===== config.mk =====
export PLATFORM = sky130hd
export DESIGN_NAME = clk_gate_ctrl
export DESIGN_NICKNAME = d
export VERILOG_FILES = /design/src/rtl/clk_gate_pkg.sv /design/src/rtl/clk_gate_ctrl.sv
export SDC_FILE = /design/constraint.sdc
export NUM_CORES = 1
export LEC_CHECK = 0
export ABC_CLOCK_PERIOD_IN_PS = 2300
export CAP_MARGIN = 10
export CORE_MARGIN = 3
export CORE_UTILIZATION = 50
export DETAILED_ROUTE_END_ITERATION = 6
export GPL_TIMING_DRIVEN = 0
export HOLD_SLACK_MARGIN = 0.1
export MAX_ROUTING_LAYER = met4
export PLACE_DENSITY = 0.76
export REMOVE_ABC_BUFFERS = 1
export SLEW_MARGIN = 20
export SYNTH_ARGS = -nofsm -noshare
export SYNTH_HDL_FRONTEND = slang
export SYNTH_SLANG_ARGS = --single-unit

===== constraint.sdc =====
create_clock -name clk -period 2.3 [get_ports clk]
set_input_delay 0.575 -clock clk [delete_from_list [all_inputs] [get_ports clk]]
set_output_delay 0.575 -clock clk [all_outputs]
set_load 0.03 [all_outputs]

===== src/rtl/clk_gate_pkg.sv =====
// Shared definitions for the clock-gate controller: FSM state type and a
// constant-evaluable ceil(log2) used to size the idle/wake counter.
package clk_gate_pkg;

    typedef enum logic [1:0] {
        RUN   = 2'd0,
        COUNT = 2'd1,
        GATED = 2'd2,
        WAKE  = 2'd3
    } state_e;

    function automatic int unsigned clog2(input int unsigned value);
        int unsigned result;
        result = 0;
        for (int unsigned i = 0; i < 32; i++) begin
            if ((64'd1 << i) < {32'd0, value}) begin
                result = i + 1;
            end
        end
        return result;
    endfunction

endpackage


===== src/rtl/clk_gate_ctrl.sv =====
// Clock-gate controller: drops the ICG enable after IDLE_CYCLES consecutive
// idle cycles, restores it on activity or wake request, and acknowledges a
// wake request once the gated clock has been running for WAKE_CYCLES cycles.
module clk_gate_ctrl
    import clk_gate_pkg::*;
#(
    parameter int unsigned IDLE_CYCLES = 16,
    parameter int unsigned WAKE_CYCLES = 2,
    parameter int unsigned STAT_W      = 16
) (
    input  logic              clk,
    input  logic              rst,
    input  logic              test_en,
    input  logic              idle_i,
    input  logic              wake_req,
    output logic              wake_ack,
    output logic              gate_en,
    output logic              gated_o,
    output logic [STAT_W-1:0] gate_cnt
);

    localparam int unsigned CNT_MAX = (IDLE_CYCLES > WAKE_CYCLES) ? IDLE_CYCLES : WAKE_CYCLES;
    localparam int unsigned CW      = (clog2(CNT_MAX) == 0) ? 1 : clog2(CNT_MAX);

    state_e            state_q, state_d;
    logic [CW-1:0]     cnt_q, cnt_d;
    logic [STAT_W-1:0] gate_cnt_q, gate_cnt_d;
    logic              gate_en_q, gate_en_d;
    logic              gated_q, gated_d;
    logic              wake_ack_q, wake_ack_d;
    logic              ack_done_q, ack_done_d;

    // Next-state, counters and registered-output precomputation.
    always_comb begin
        state_d    = state_q;
        cnt_d      = cnt_q;
        gate_cnt_d = gate_cnt_q;

        // Ack is judged on the current state, so a request raised in COUNT
        // first returns to RUN and is acknowledged on the following edge.
        wake_ack_d = (state_q == RUN) && wake_req && !ack_done_q;
        ack_done_d = wake_req && (ack_done_q || wake_ack_d);

        if (test_en) begin
            state_d = RUN;
            cnt_d   = '0;
        end else begin
            case (state_q)
                RUN: begin
                    if (idle_i && !wake_req) begin
                        state_d = COUNT;
                        cnt_d   = '0;
                    end
                end
                COUNT: begin
                    if (!idle_i || wake_req) begin
                        state_d = RUN;
                    end else if (cnt_q == CW'(IDLE_CYCLES - 1)) begin
                        state_d = GATED;
                        if (gate_cnt_q != '1) begin
                            gate_cnt_d = gate_cnt_q + STAT_W'(1);
                        end
                    end else begin
                        cnt_d = cnt_q + CW'(1);
                    end
                end
                GATED: begin
                    if (wake_req || !idle_i) begin
                        state_d = WAKE;
                        cnt_d   = '0;
                    end
                end
                WAKE: begin
                    if (cnt_q == CW'(WAKE_CYCLES - 1)) begin
                        state_d = RUN;
                    end else begin
                        cnt_d = cnt_q + CW'(1);
                    end
                end
                default: begin
                    state_d = RUN;
                    cnt_d   = '0;
                end
            endcase
        end

        gate_en_d = (state_d != GATED);
        gated_d   = (state_d == GATED);
    end

    // State and output registers with synchronous reset to the ungated state.
    always_ff @(posedge clk) begin
        if (rst) begin
            state_q    <= RUN;
            cnt_q      <= '0;
            gate_cnt_q <= '0;
            gate_en_q  <= 1'b1;
            gated_q    <= 1'b0;
            wake_ack_q <= 1'b0;
            ack_done_q <= 1'b0;
        end else begin
            state_q    <= state_d;
            cnt_q      <= cnt_d;
            gate_cnt_q <= gate_cnt_d;
            gate_en_q  <= gate_en_d;
            gated_q    <= gated_d;
            wake_ack_q <= wake_ack_d;
            ack_done_q <= ack_done_d;
        end
    end

    assign gate_en  = gate_en_q;
    assign gated_o  = gated_q;
    assign wake_ack = wake_ack_q;
    assign gate_cnt = gate_cnt_q;

endmodule


==> flow_summary.ini <==
[cells_and_area]
nNetsFinal = 189
diodes = 0
design_area_mm2 = 0.00169
final_common_cell = dfxtp_1
layout_common_cells = 26 x dfxtp_1, 22 x clkdlybuf4s50_1, 15 x a21oi_1
fill_cells = 209
drive_gt1_frac = 0.0833
area_delta_synth_final_pct = 22.7

[placed_design]
dpl.hpwl_um = 2020
io_buffers = 23
place_congestion = 0.774
place_area_mm2 = 0.00162
preCtsSetupSlack_ns = -0.429

[setup_path]
path_depth = 7
r2r_setup_slack_ns = 0.24
end_kind = flop
critPathMaxStageDelay_ns = 0.49
cp_common_cell = buf_4
r2r.worst_path.cells = 4
required_ns = 2.48
crit_arrival_ns = 2.35
critPathBufInv = 3
path_cells = clkdlybuf4s50_1 -> nor4b_4 -> nand4_1 -> buf_4 -> buf_4 -> nor4_1 -> a211oi_1
startpoint_type = input pin
cp_slowest_cell = clkdlybuf4s50_1
path_class = input pin to flop
cp_max_fo = 9
cpLargestDelayFamily = simple AND/OR/NAND/NOR gates

[power_and_ir_drop]
peakVddDrop_mv = 0.413
power_density_mw_per_mm2 = 430
p_leak_uw = 0.000527

[yosys]
syn_area_mm2 = 0.00138
synthCells = 157
ys_seq_area_frac = 0.377
ys_ff_latch = 26
yosys.area_share.adder = 0.0272
synth_top_family_by_area = simple AND/OR/NAND/NOR gates
synth.distinct_cells = 43
synth_edf_count = 0
synth-simple-area-share = 0.337
synth_top_area_share = 0.377
synth_warnings = 0
synth_area_per_cell_um2 = 8.79
synthMuxAreaShare = 0.0227
ys.flop_type = dfxtp_1
async_flop_share = 0
synthTopCellsByArea = dfxtp_1 38%, a21oi_1 5.4%, o31ai_1 4.4%
synth_top_area_cell = dfxtp_1
synth_xor_area_frac = 0.0127
synth_compound_area_frac = 0.186

[route]
first_pass_iters = 4
ant_nets = 0
drt_iter0_markers = 52
vias = 1272
vias_per_cell = 6.06
routed_wirelength_um = 2920
drc = 0
routedWlPerCell_um = 13.9

[grt]
groute.usage.overall = 0.192
grt_antenna_before_repair = 0
overflow = 0
grt_start_max_net_pins = 25
first_global_vias = 1222
grt_first_pass_wirelength_um = 5090

[floorplan]
start_util = 0.542
chipHeight_um = 58.5
die_x_um = 58.5
ios = 24
core-area_mm2 = 0.00254
die_area_mm2 = 0.00343
row_count = 18

[sta]
layout_worst_path_cycle_share = 0.942
setup_slack_ns = 0.133
fmax_mhz = 461
hold_violations = 0
tightest_slew_ns = 0.814
skew_ns = 0.00653
drv_slew = 0
rsz0062_at_grt = no
fin_crit_ns = 2.17
slew_headroom = 0.456
finalSetupViolCount = 0

[worst_hold_path]
hp-class = flop to flop
whs_path_depth = 1

[cts]
cts_tree = built
htreeDepth = 1
clock-root-buffer = clkbuf_4
cts.sinks = 26
clk_pin_slew_ns = 0.14
clkLatencyLatePin_ns = 0.32
clk_path_buf_depth = 2
numCtsBuffers = 3

[run_status]
status = completed

[job]
drv_cap = 0
## per-stage QoR
step,setup TNS [ns],power [uW],utilization,hold WS (ns),std cells
after global placement,-3.54,504,0.635,0.410,202
after global routing,0,760,0.665,0.452,210
after floorplan,0,484,-,0.399,149
after CTS,0,738,0.664,0.444,210
final,0,728,0.665,0.446,210
after detailed placement,-4.35,504,0.635,0.412,202
## per-layer routing
layer | wire [um] | vias up | track usage
met1 | 1370 | 587 | 0.222
met4 | 81 | 0 | 0.0927
li1 | - | 645 | -
met5 | 0 | - | -
met3 | 102 | 9 | 0.0285
met2 | 1370 | 31 | 0.324
## power breakdown
group          switching, uW  internal [uW]  leakage, uW  total [uW]
Clock                    137           96.9    0.0000210         234
Sequential              2.87            453     0.000210         456
Combinational           20.8           17.1     0.000296        37.9
Total                    160            567     0.000527         728
## cell type report
class | instances | area (um2) | share of cell area
clock buffer | 4 | 36.3 | 0.0214
inverter | 5 | 18.8 | 0.0111
multi-input combinational | 118 | 817 | 0.483
sequential | 26 | 520 | 0.307
tap | 30 | 37.5 | 0.0222
timing repair buffer | 27 | 263 | 0.155
## state kept, by name (all words and copies together), names as in the netlist
signal	count
state_q	2
gate_cnt	16
gated_o	1
cnt_q	4
ack_done_q	1
gate_en	1
wake_ack	1
## cells in the mapped netlist, types with 2 or more instances
cell and instances:
nand4_1 5, and4_1 3, mux2i_1 2, nand2_1 9
and2_1 2, ha_1 3, o31ai_1 8, buf_2 2
nand2b_1 6, nor4_1 3, or3_1 5, dfxtp_1 26
a211oi_1 2, clkbuf_1 5, or4bb_1 2, o211ai_1 3
o21ai_0 7, nor3_1 3, nand3_1 6, a21oi_1 15
or4_1 8, nor2_1 6, nor2b_1 2, inv_1 5
## timing repair
item | CTS | global route
pin swaps | 2 | 1
endpoints found under the setup margin | 9 | 1
endpoints found under the hold margin | 0 | 0
cloned | 0 | 0
buffers inserted | 4 | 0
resized for setup | 1 | 1
hold buffers | 0 | 0
## cell families after synthesis
kind of cell / after synthesis
and+or+nand+nor: 70
DFF: 26
buffers and inverters: 13
xor gates and xnor gates: 2
AOI/OAI and AO/OA: 40
muxes: 3
adders and majority gates: 3
## worst paths after layout
kind	to	startpoint
worst max register to register	gate_cnt[0]$_SDFFE_PP0P_	gate_cnt[5]$_SDFFE_PP0P_
worst min-delay path	wake_ack$_SDFF_PP0_	ack_done_q$_SDFF_PP0_
worst min register to register	wake_ack$_SDFF_PP0_	ack_done_q$_SDFF_PP0_
worst max-delay path	gate_cnt[14]$_SDFFE_PP0P_	test_en
(Power assumes the default switching activity.)
